**src/rtl/ps2_keycode_if.sv**
```systemverilog
// PS/2 pins into the keycode decoder and decoded key events out of it.
// master: board pins + keycode consumers; slave: the decoder itself.
interface ps2_keycode_if;
    logic       ps2_clk;
    logic       ps2_data;
    logic [7:0] keycode;
    logic       key_valid;
    logic       frame_err;

    modport master (
        output ps2_clk,
        output ps2_data,
        input  keycode,
        input  key_valid,
        input  frame_err
    );

    modport slave (
        input  ps2_clk,
        input  ps2_data,
        output keycode,
        output key_valid,
        output frame_err
    );
endinterface

```
**src/rtl/ps2_keycode.sv**
```systemverilog
// PS/2 set-2 receiver/decoder producing the HID code of the most recently pressed, still-held key.
// Latency: pin edge to fall_tick 2+FILTER_LEN, stop-bit fall_tick to keycode/key_valid +3, to frame_err +2.
// No backpressure: PS/2 is device-clocked, every accepted byte is decoded immediately.
module ps2_keycode #(
    parameter int FILTER_LEN = 8,
    parameter int TIMEOUT    = 100000
) (
    input  logic          Clk,
    input  logic          Reset_n,
    ps2_keycode_if.slave  bus
);
    localparam int FW = (FILTER_LEN > 1) ? $clog2(FILTER_LEN) : 1;
    localparam int TW = $clog2(TIMEOUT + 1);

    localparam logic [1:0] ST_IDLE  = 2'd0;
    localparam logic [1:0] ST_SHIFT = 2'd1;
    localparam logic [1:0] ST_CHECK = 2'd2;

    logic          clk_s1, clk_s2, dat_s1, dat_s2;
    logic          filt_clk, filt_flip, fall_tick;
    logic [FW-1:0] filt_cnt;
    logic [1:0]    state;
    logic [3:0]    bit_cnt;
    logic [9:0]    shreg;
    logic [TW-1:0] to_cnt;
    logic          byte_rdy;
    logic [7:0]    rx_byte;
    logic          ext, brk, is_prefix;
    logic [7:0]    hid_code, next_kc;
    logic [7:0]    keycode_q;
    logic          key_valid_q, frame_err_q;

    always_ff @(posedge Clk or negedge Reset_n) begin
        if (!Reset_n) begin
            clk_s1 <= 1'b1;
            clk_s2 <= 1'b1;
            dat_s1 <= 1'b1;
            dat_s2 <= 1'b1;
        end else begin
            clk_s1 <= bus.ps2_clk;
            clk_s2 <= clk_s1;
            dat_s1 <= bus.ps2_data;
            dat_s2 <= dat_s1;
        end
    end

    // Filtered clock follows the synchronized pin only after FILTER_LEN differing samples in a row.
    assign filt_flip = (clk_s2 != filt_clk) && (filt_cnt == FW'(FILTER_LEN - 1));

    always_ff @(posedge Clk or negedge Reset_n) begin
        if (!Reset_n) begin
            filt_clk  <= 1'b1;
            filt_cnt  <= '0;
            fall_tick <= 1'b0;
        end else begin
            fall_tick <= filt_flip && !clk_s2;
            if (clk_s2 == filt_clk) begin
                filt_cnt <= '0;
            end else if (filt_flip) begin
                filt_clk <= clk_s2;
                filt_cnt <= '0;
            end else begin
                filt_cnt <= filt_cnt + 1'b1;
            end
        end
    end

    always_ff @(posedge Clk or negedge Reset_n) begin
        if (!Reset_n) begin
            state       <= ST_IDLE;
            bit_cnt     <= '0;
            shreg       <= '0;
            to_cnt      <= '0;
            byte_rdy    <= 1'b0;
            frame_err_q <= 1'b0;
        end else begin
            byte_rdy    <= 1'b0;
            frame_err_q <= 1'b0;
            case (state)
                ST_IDLE: begin
                    to_cnt <= '0;
                    if (fall_tick && !dat_s2) begin
                        state   <= ST_SHIFT;
                        bit_cnt <= '0;
                    end
                end
                ST_SHIFT: begin
                    if (fall_tick) begin
                        shreg  <= {dat_s2, shreg[9:1]};
                        to_cnt <= '0;
                        if (bit_cnt == 4'd9) begin
                            state <= ST_CHECK;
                        end else begin
                            bit_cnt <= bit_cnt + 1'b1;
                        end
                    end else if (to_cnt == TW'(TIMEOUT - 1)) begin
                        state       <= ST_IDLE;
                        frame_err_q <= 1'b1;
                        to_cnt      <= '0;
                        bit_cnt     <= '0;
                        shreg       <= '0;
                    end else begin
                        to_cnt <= to_cnt + 1'b1;
                    end
                end
                ST_CHECK: begin
                    // shreg = {stop, parity, data[7:0]}; odd parity over data+parity.
                    if ((^shreg[8:0]) && shreg[9]) begin
                        byte_rdy <= 1'b1;
                    end else begin
                        frame_err_q <= 1'b1;
                    end
                    state   <= ST_IDLE;
                    bit_cnt <= '0;
                end
                default: state <= ST_IDLE;
            endcase
        end
    end

    assign rx_byte = shreg[7:0];

    function automatic logic [7:0] hid_of(input logic e, input logic [7:0] b);
        logic [7:0] h;
        h = 8'd0;
        case ({e, b})
            9'h01D: h = 8'd26;
            9'h01C: h = 8'd4;
            9'h01B: h = 8'd22;
            9'h023: h = 8'd7;
            9'h029: h = 8'd44;
            9'h05A: h = 8'd40;
            9'h076: h = 8'd41;
            9'h175: h = 8'd82;
            9'h172: h = 8'd81;
            9'h16B: h = 8'd80;
            9'h174: h = 8'd79;
            9'h15A: h = 8'd40;
            default: h = 8'd0;
        endcase
        return h;
    endfunction

    assign is_prefix = (rx_byte == 8'hE0) || (rx_byte == 8'hF0) ||
                       (rx_byte == 8'hAA) || (rx_byte == 8'hFA);
    assign hid_code  = hid_of(ext, rx_byte);

    always_comb begin
        next_kc = keycode_q;
        if (byte_rdy && !is_prefix && (hid_code != 8'd0)) begin
            if (!brk) begin
                next_kc = hid_code;
            end else if (keycode_q == hid_code) begin
                next_kc = 8'd0;
            end
        end
    end

    always_ff @(posedge Clk or negedge Reset_n) begin
        if (!Reset_n) begin
            ext         <= 1'b0;
            brk         <= 1'b0;
            keycode_q   <= 8'd0;
            key_valid_q <= 1'b0;
        end else begin
            keycode_q   <= next_kc;
            key_valid_q <= (next_kc != keycode_q);
            if (byte_rdy) begin
                if (rx_byte == 8'hE0) begin
                    ext <= 1'b1;
                end else if (rx_byte == 8'hF0) begin
                    brk <= 1'b1;
                end else if (!is_prefix) begin
                    ext <= 1'b0;
                    brk <= 1'b0;
                end
            end
        end
    end

    assign bus.keycode   = keycode_q;
    assign bus.key_valid = key_valid_q;
    assign bus.frame_err = frame_err_q;
endmodule

```
**src/flat_wrapper.sv**
```systemverilog
// flat-port wrapper written by rule: the top's interface ports become plain ports
module ps2_keycode_flat 
#(
    parameter int FILTER_LEN = 8,
    parameter int TIMEOUT    = 100000
)
  (Clk, Reset_n, bus_ps2_clk, bus_ps2_data, bus_keycode, bus_key_valid, bus_frame_err);
  ps2_keycode_if bus_i ();
  input  logic Clk;
  input  logic Reset_n;
  input wire logic [$bits(bus_i.ps2_clk)-1:0] bus_ps2_clk;
  input wire logic [$bits(bus_i.ps2_data)-1:0] bus_ps2_data;
  output wire logic [$bits(bus_i.keycode)-1:0] bus_keycode;
  output wire logic [$bits(bus_i.key_valid)-1:0] bus_key_valid;
  output wire logic [$bits(bus_i.frame_err)-1:0] bus_frame_err;
  assign bus_i.ps2_clk = bus_ps2_clk;
  assign bus_i.ps2_data = bus_ps2_data;
  assign bus_keycode = bus_i.keycode;
  assign bus_key_valid = bus_i.key_valid;
  assign bus_frame_err = bus_i.frame_err;
  ps2_keycode #(.FILTER_LEN(FILTER_LEN), .TIMEOUT(TIMEOUT)) u_core (.Clk(Clk), .Reset_n(Reset_n), .bus(bus_i));
endmodule
```
**config.mk**
```make
export PLATFORM = sky130hd
export DESIGN_NAME = ps2_keycode_flat
export DESIGN_NICKNAME = d
export VERILOG_FILES = /design/src/rtl/ps2_keycode_if.sv /design/src/rtl/ps2_keycode.sv /design/src/flat_wrapper.sv
export SDC_FILE = /design/constraint.sdc
export NUM_CORES = 1
export LEC_CHECK = 0
export CAP_MARGIN = 10
export CORE_MARGIN = 4
export CORE_UTILIZATION = 55
export DETAILED_ROUTE_END_ITERATION = 8
export DONT_BUFFER_PORTS = 1
export GPL_TIMING_DRIVEN = 0
export PLACE_DENSITY = 0.7
export RECOVER_POWER = 50
export SKIP_CTS_REPAIR_TIMING = 1
export SLEW_MARGIN = 20
export SYNTH_ARGS = -nofsm -noshare
export SYNTH_HDL_FRONTEND = slang
export SYNTH_SLANG_ARGS = --single-unit
```
**constraint.sdc**
```tcl
create_clock -name Clk -period 6.9 [get_ports Clk]
set_input_delay 1.38 -clock Clk [delete_from_list [all_inputs] [get_ports Clk]]
set_output_delay 1.38 -clock Clk [all_outputs]
set_load 0.02 [all_outputs]
```
After elaboration in Yosys (flattened, before gate mapping)
Index checks and enable logic that the tools add are counted.

Add/sub/neg operators: 3. Equality and inequality tests: 32. Muxes and demuxes: 31. Bitwise logic cells: 2. Reduce and logical (&&, ||, !) cells: 25.

Operators with widths (count): $pmux W7 S11 (1); $eq A9 B9 Y1 const B (5); $mux W17 (2); $pmux W17 S2 (1); $eq A8 B8 Y1 const B (4); $eq A9 B5 Y1 const B (3); $mux W8 (3); $mux W10 (2); $eq A9 B6 Y1 const B (2); $eq A9 B7 Y1 const B (2); $add A17 B1 Y17 const B (1); $eq A17 B17 Y1 const B (1); $mux W4 (4); $pmux W4 S3 (1); $mux W1 (9); $reduce_and A3 Y1 (3); $reduce_xor A9 Y1 (1); $eq A8 B7 Y1 (1); $mux W2 (4); $ne A8 B8 Y1 (1); $reduce_bool A8 Y1 (1); $logic_and A1 B1 Y1 (6); $mux W3 (2); $ne A3 B3 Y1 const B (2); other kinds (22) (31).

Bits in registers: 55. Input bits: 4.

Depth between registers and ports, before layout
Gate-level depths: netlist of run 1.

Depth in word-level cells: 9. Mapped depth: 11. Depth with buffers taken out: 9.

Least setup slack after synthesis of run 1
No wires, ideal clock.

Path kind: reg2reg. From: register u_core.shreg[7]. To: register u_core.keycode_q[6] (netlist: u_core.bus.keycode[6]). Setup time: 122 ps. Data arrival time: 2303 ps. Slack: 4475 ps. Stages on the path, launching flop included: 12. Path buffers: 2. Cells stage by stage: dfrtp_1 inv_1 ha_1 and2_4 buf_6 o2111a_1 nor3_2 o22ai_1 or4_4 o21ba_1 buf_6 a32o_1.

Cells in the longest elaborated chain, start to end: 8. Elaborated cells on any way between the ends: 29. Those cells by class: eq/ne: 17; mux: 4; reduce/logical: 8.

Ends and longest elaborated chain: start: declaration (RTL line ps2_keycode.sv:24) `logic [9:0] shreg;`; start signal: assignment (RTL line ps2_keycode.sv:89) `shreg <= {dat_s2, shreg[9:1]};`; branches (longest 7 deep; another with $pmux W7 S11); $mux W8 (*) (RTL line ps2_keycode.sv:150) `if (byte_rdy && !is_prefix && (hid_code != 8'd0)) begin`; named net u_core.next_kc[6] (RTL line ps2_keycode.sv:29) `logic [7:0] hid_code, next_kc;`; end signal: assignment (RTL line ps2_keycode.sv:166) `keycode_q <= next_kc;`; end: declaration (RTL line ps2_keycode.sv:30) `logic [7:0] keycode_q;`.

Mark *: on every way through the listed nets, which the timed path passes. A chain may end at the register's enable or synchronous reset.

Worst setup path in the final report of run 1
From: register u_core.shreg[3]. To: register u_core.keycode_q[6] (netlist: u_core.bus.keycode[6]).

The elaborated chain is that of the path after synthesis.

==> results of run 1 <==
[critical path, stage by stage, from the launching register on]
cell and delay (ns):
dfrtp_1 0.42, inv_1 0.11, ha_1 0.24, a22oi_1 0.14
o211ai_1 0.27, a21boi_0 0.14, a2111oi_0 0.66, o211ai_1 0.17
o21ba_1 0.22, buf_6 0.13, a32o_1 0.19
[per-layer routing]
metal / up-vias / GRT usage (%) / share of wire (%)
li1: 1088 / - / -
met1: 1054 / 24.0 / 49
met2: 35 / 29.2 / 47
met3: 5 / 4.99 / 3.2
met4: 0 / 4.49 / 1.0
met5: - / 0 / 0
[final cells by class]
type                       instances  share of cell area [%]
multi-input combinational        228                    48.2
clock buffer                       5                    2.15
sequential                        55                    43.1
buffer                             5                    1.17
tap                               70                    2.73
clock inverter                     3                   0.624
inverter                          17                    1.99
[state kept, by name, indices dropped and copies added (netlist names), 2 cells and up]
name,cells
u_core.to_cnt,17
u_core.shreg,10
u_core.bus.keycode,8
u_core.bit_cnt,4
u_core.filt_cnt,3
u_core.state,2
[power by group]
group	internal, uW	switching (uW)	total (uW)	leakage, uW
Combinational	38.3	64.8	103	0.000559
Sequential	346	15.5	361	0.000744
Clock	70.9	108	179	0.0000402
[final timing paths]
kind | startpoint | endpoint | slack [ns] | cells past startpoint
min | u_core.dat_s1 | u_core.dat_s2 | 0.36 | 0
max in group asynchronous | Reset_n | u_core.dat_s2 | 5.96 | 0
max reg2reg | u_core.shreg[3] | u_core.bus.keycode[6] | 4.12 | 10
min in group asynchronous | Reset_n | u_core.to_cnt[10] | 0.75 | 0
min reg2reg | u_core.dat_s1 | u_core.dat_s2 | 0.36 | 0
max | u_core.shreg[3] | u_core.bus.keycode[6] | 4.12 | 10
[per-stage QoR]
| step | area, um2 | util (%) | power, uW | setup WS [ns] | hold slack, ns |
|---|---|---|---|---|---|
| 2_1_floorplan | 3030 | - | 446 | 4.48 | 0.345 |
| 3_3_place_gp | 3120 | 59.5 | 466 | 4.16 | 0.346 |
| 3_5_place_dp | 3120 | 59.5 | 472 | 4.18 | 0.347 |
| 4_1_cts | 3210 | 61.2 | 652 | 4.17 | 0.362 |
| 5_1_grt | 3210 | 61.2 | 688 | 3.82 | 0.367 |
| 6_report | 3210 | 61.2 | 643 | 4.12 | 0.361 |
[cell families (layout without fill, tap and decap cells)]
logic type	after synthesis	in the layout	share of synthesized area [%]
xor gates and xnor gates	19	19	5.49
and+or+nand+nor	114	114	18.9
buffers and inverters	22	30	3.34
muxes	3	3	1.03
adders and majority gates	24	24	9.91
AOI/OAI and AO/OA	68	68	15.7
DFF	55	55	45.6
[cells in the final DEF (no fill, tap or decap), types with 2 or more instances in the layout]
cell        Yosys  routed
nand3_1        11      11
nor2b_1         4       4
nand3b_1        3       3
clkbuf_8        0       5
a21oi_1         6       6
o211ai_1        2       2
nor4_1          3       3
a22oi_1         2       2
nand2_1        33      33
clkbuf_1        2       2
dfstp_2         5       5
o21ai_0        18      18
inv_1          17      17
dfrtp_1        50      50
nor3_2          2       2
mux2i_1         2       2
a22o_1          7       7
xor2_1          9       9
clkinvlp_4      0       2
nor2_1         31      31
and3_1          4       4
o2bb2ai_1       5       5
o22ai_1         4       4
nor3_1          5       5
xnor2_1        10      10
nor3b_1         3       3
buf_6           2       2
o21a_1          2       2
a21o_1          2       2
ha_1           24      24
nand4_1         2       2
a21oi_2         2       2
o21ai_1         3       3
==> impl_metrics.tcl, run 1 <==
set metrics [dict create \
    outcome "finished, final reports clean" \
    synth_cell_types 61 \
    crit_type "flop to flop" \
    drtIter0Drc 112 \
    vias_per_cell 5.70 \
    fin_cells 383 \
    ys_top_cells_by_area "dfrtp_1 41%, ha_1 9.9%, dfstp_2 4.3%" \
    die_area_um2 6760 \
    cts_root_buf "clkbuf_8" \
    final_nets 340 \
    area_growth_pct 5.82 \
    ios 14 \
    tns_ns 0 \
    p_per_area_nw_per_um2 201 \
    num_vias 2182 \
    setup_viol 0 \
    grt_first_pass_wirelength_um 9550 \
    crit_required_ns 7.10 \
    max-vdd-ir-drop_mv 0.139 \
    ys_async_sr_fraction_pct 100 \
    clock.fmax_mhz 359 \
    max-cap-violations 0 \
    synth_top_area_cell "dfrtp_1" \
    arrival_ns 2.99 \
    numPortBuffers 0 \
    dp_cells 375 \
    totalWireLength_um 5510 \
    ys_seq_area_share_pct 45.6 \
    dr.pass1.iters 4 \
    wl_per_cell_um 14.4 \
    gp_congestion 0.865 \
    p_leak_uw 0.00134 \
    critPathLaunchType "flop" \
    yosys_warnings 0 \
    htree_num_levels 2 \
    post-route-period-util_pct 40.4 \
    synthCells 305 \
    cts_tree "yes" \
    ys_ff_latch 55 \
    syn_nets 333 \
    maxSlewViolCount 0 \
    grtUsageTotal_pct 18.1 \
    rows 26 \
    grt_overflow 0 \
    clkTransAtPathRegs_ns 0.10 \
    numCtsBuffers 5 \
    grt_max_degree 56 \
    drive_gt1_share_pct 8.31 \
    hpwlAfterDp_um 3980 \
    register_area_um2 1380 \
    fillers 445 \
    hold_violations 0 \
    cts_sinks 55 \
    worst_pin_slew_ns 0.693 \
    antenna_left 0 \
    hp-class "flop to flop" \
    period_needed_ns 2.78 \
    diodes 0 \
    grt_pass1_vias 2156 \
    drc 0 \
    synth_top_area_share_pct 41.3 \
    cp_max_fo 8 \
    die_y_um 82.2 \
    synth-edff-count 0 \
    multi_input_area_um2 1550 \
    die_x_um 82.2 \
    rsz0062_at_grt "false" \
    antenna_found_initial 0 \
    ys.flop_type "dfrtp_1" \
    critPathCaptureType "flop" \
    slew_headroom_pct 52.6 \
    clk_latency_ns 0.31 \
    clockBufferDepth 2 \
    netlist_area_um2 3030 \
    avgSynthCellArea_um2 9.94 \
    ys_top_cells_by_count "50 x dfrtp_1, 33 x nand2_1, 31 x nor2_1" \
    core_um2 5240 \
    start_util_pct 57.9 \
    skew_ns 0.00606 \
    yosysMostFrequentCell "dfrtp_1" \
]
No activity file was read; power rests on OpenSTA's default activity.
==> run 2, diff against run 1 <==
- clock period: 6.9 -> 2.7 ns (I/O delays scaled with it)
==> run 2 against run 1 <==
Against the previous run: fmax up 4.1%; die area did not move; highest routed layer unchanged; sequential share of layout area down 1.3 points.
==> impl_metrics.tcl, run 2 (synthesis gave the netlist of run 1 again) <==
set metrics [dict create \
    max-vdd-ir-drop_mv 0.356 \
    reg2reg_to "u_core.bus.keycode[6]" \
    cpMostUsedCell "buf_6" \
    setup_viol 0 \
    outcome "finished, final reports clean" \
    die_x_um 82.2 \
    arrival_ns 2.88 \
    cts_root_buf "clkbuf_8" \
    reg2reg_depth 11 \
    crit_type "flop to flop" \
    grtUsageTotal_pct 18.1 \
    numCtsBuffers 5 \
    critPathLaunchType "flop" \
    drc 0 \
    final_common_cell "dfrtp_1" \
    worst_pin_slew_ns 1.21 \
    crit_slowest_cell "or4_4" \
    post-route-period-util_pct 99.1 \
    fin_util_pct 63.1 \
    final_nets 346 \
    crit_path_max_incr_delay_ns 0.52 \
    final_cell_mix "50 x dfrtp_1, 33 x nand2_1, 31 x nor2_1" \
    grt_max_degree 56 \
    dr.pass1.iters 4 \
    clock.fmax_mhz 374 \
    worstReg2RegStart "u_core.shreg[7]" \
    totalWireLength_um 5870 \
    die_y_um 82.2 \
    p_per_area_nw_per_um2 502 \
    fillers 442 \
    htree_num_levels 2 \
    crit_chain "inv_1 -> ha_1 -> and2_4 -> buf_6 -> o2111a_1 -> nor3_4 -> o22ai_1 -> or4_4 -> o21ba_1 -> buf_6 -> a32o_1" \
    numPortBuffers 0 \
    maxSlewViolCount 0 \
    antenna_left 0 \
    gp_congestion 0.865 \
    critPathCaptureType "flop" \
    ios 14 \
    p_leak_uw 0.00138 \
    clockBufferDepth 2 \
    rows 26 \
    skew_ns 0.00564 \
    placed_area_um2 3120 \
    num_vias 2235 \
    clk_latency_ns 0.31 \
    grt_pass1_vias 2156 \
    r2r_setup_slack_ns 0.02 \
    hp-class "primary input to asynchronous set/reset pin" \
    top_register "u_core.to_cnt" \
    hold_violations 0 \
    cts_tree "yes" \
    drive_gt1_share_pct 12.9 \
    cp_max_fo 8 \
    max-cap-violations 0 \
    antenna_found_initial 0 \
    die_area_um2 6760 \
    final_cell_area_um2 3310 \
    cts_sinks 55 \
    largest_reg_flops 17 \
    grt_first_pass_wirelength_um 9550 \
    grt_overflow 0 \
    area_growth_pct 9.08 \
    wl_per_cell_um 15.0 \
    period_needed_ns 2.68 \
    crit_required_ns 2.91 \
    clkTransAtPathRegs_ns 0.10 \
    drtIter0Drc 118 \
    start_util_pct 57.9 \
    core_um2 5240 \
    slew_headroom_pct 19.4 \
    vias_per_cell 5.73 \
    hpwlAfterDp_um 3980 \
]
[run 2: cell count changes in the layout (fill, tap and decap cells not counted), sizes merged]
cell    before  now
buf          3    8
clkbuf       7    8
diode        0    1
[run 2: worst max-delay path, delay by kind of cell, from the launching register on]
family	cells	cell delay (ns)
AOI/OAI and AO/OA	4	0.66
adders and majority gates	1	0.22
and+or+nand+nor	3	0.89
buffers and inverters	3	0.36
DFF	1	0.43
[run 2: area by class of cell]
type                       instances  area (um2)  share of cell area, %
tap                               70        87.6                   2.65
sequential                        55        1380                   41.8
antenna                            1        2.50                 0.0757
buffer                             5        37.5                   1.14
multi-input combinational        228        1600                   48.4
clock buffer                       5        68.8                   2.08
clock inverter                     3        20.0                  0.606
inverter                          17        63.8                   1.93
timing repair buffer               6        42.5                   1.29
[run 2: how the worst max path moves through the flow]
stage,start,end,slack [ns]
6_report,u_core.shreg[7],u_core.bus.keycode[6],0.02
5_1_grt,u_core.shreg[7],u_core.bus.keycode[6],-0.04
4_1_cts,u_core.shreg[3],u_core.bus.keycode[6],-0.03
3_5_place_dp,u_core.shreg[3],u_core.bus.keycode[6],-0.02
3_3_place_gp,u_core.shreg[3],u_core.bus.keycode[6],-0.04
2_1_floorplan,u_core.shreg[7],u_core.bus.keycode[6],0.28
[run 2: per-layer routing]
metal  track usage, %  part of all wire, %
met5                0                    0
met4             4.49                  1.1
met3             4.99                  3.2
met2             29.2                   48
met1             24.0                   48
[run 2: per-stage QoR]
stage	cells	hold WS [ns]	power (uW)	setup TNS, ns	worst slack [ns]
2_1_floorplan	305	0.244	1140	0	0.275
3_3_place_gp	375	0.246	1190	-0.0608	-0.0387
3_5_place_dp	375	0.246	1210	-0.0194	-0.0194
4_1_cts	383	-0.104	1670	-0.0319	-0.0281
5_1_grt	389	0.0262	1780	-0.0606	-0.0371
6_report	390	0.0591	1660	0	0.0244
[run 2: where the power goes]
part	internal, uW	switching (uW)
clock network	181	276
logic	98.3	181
registers	884	39.6
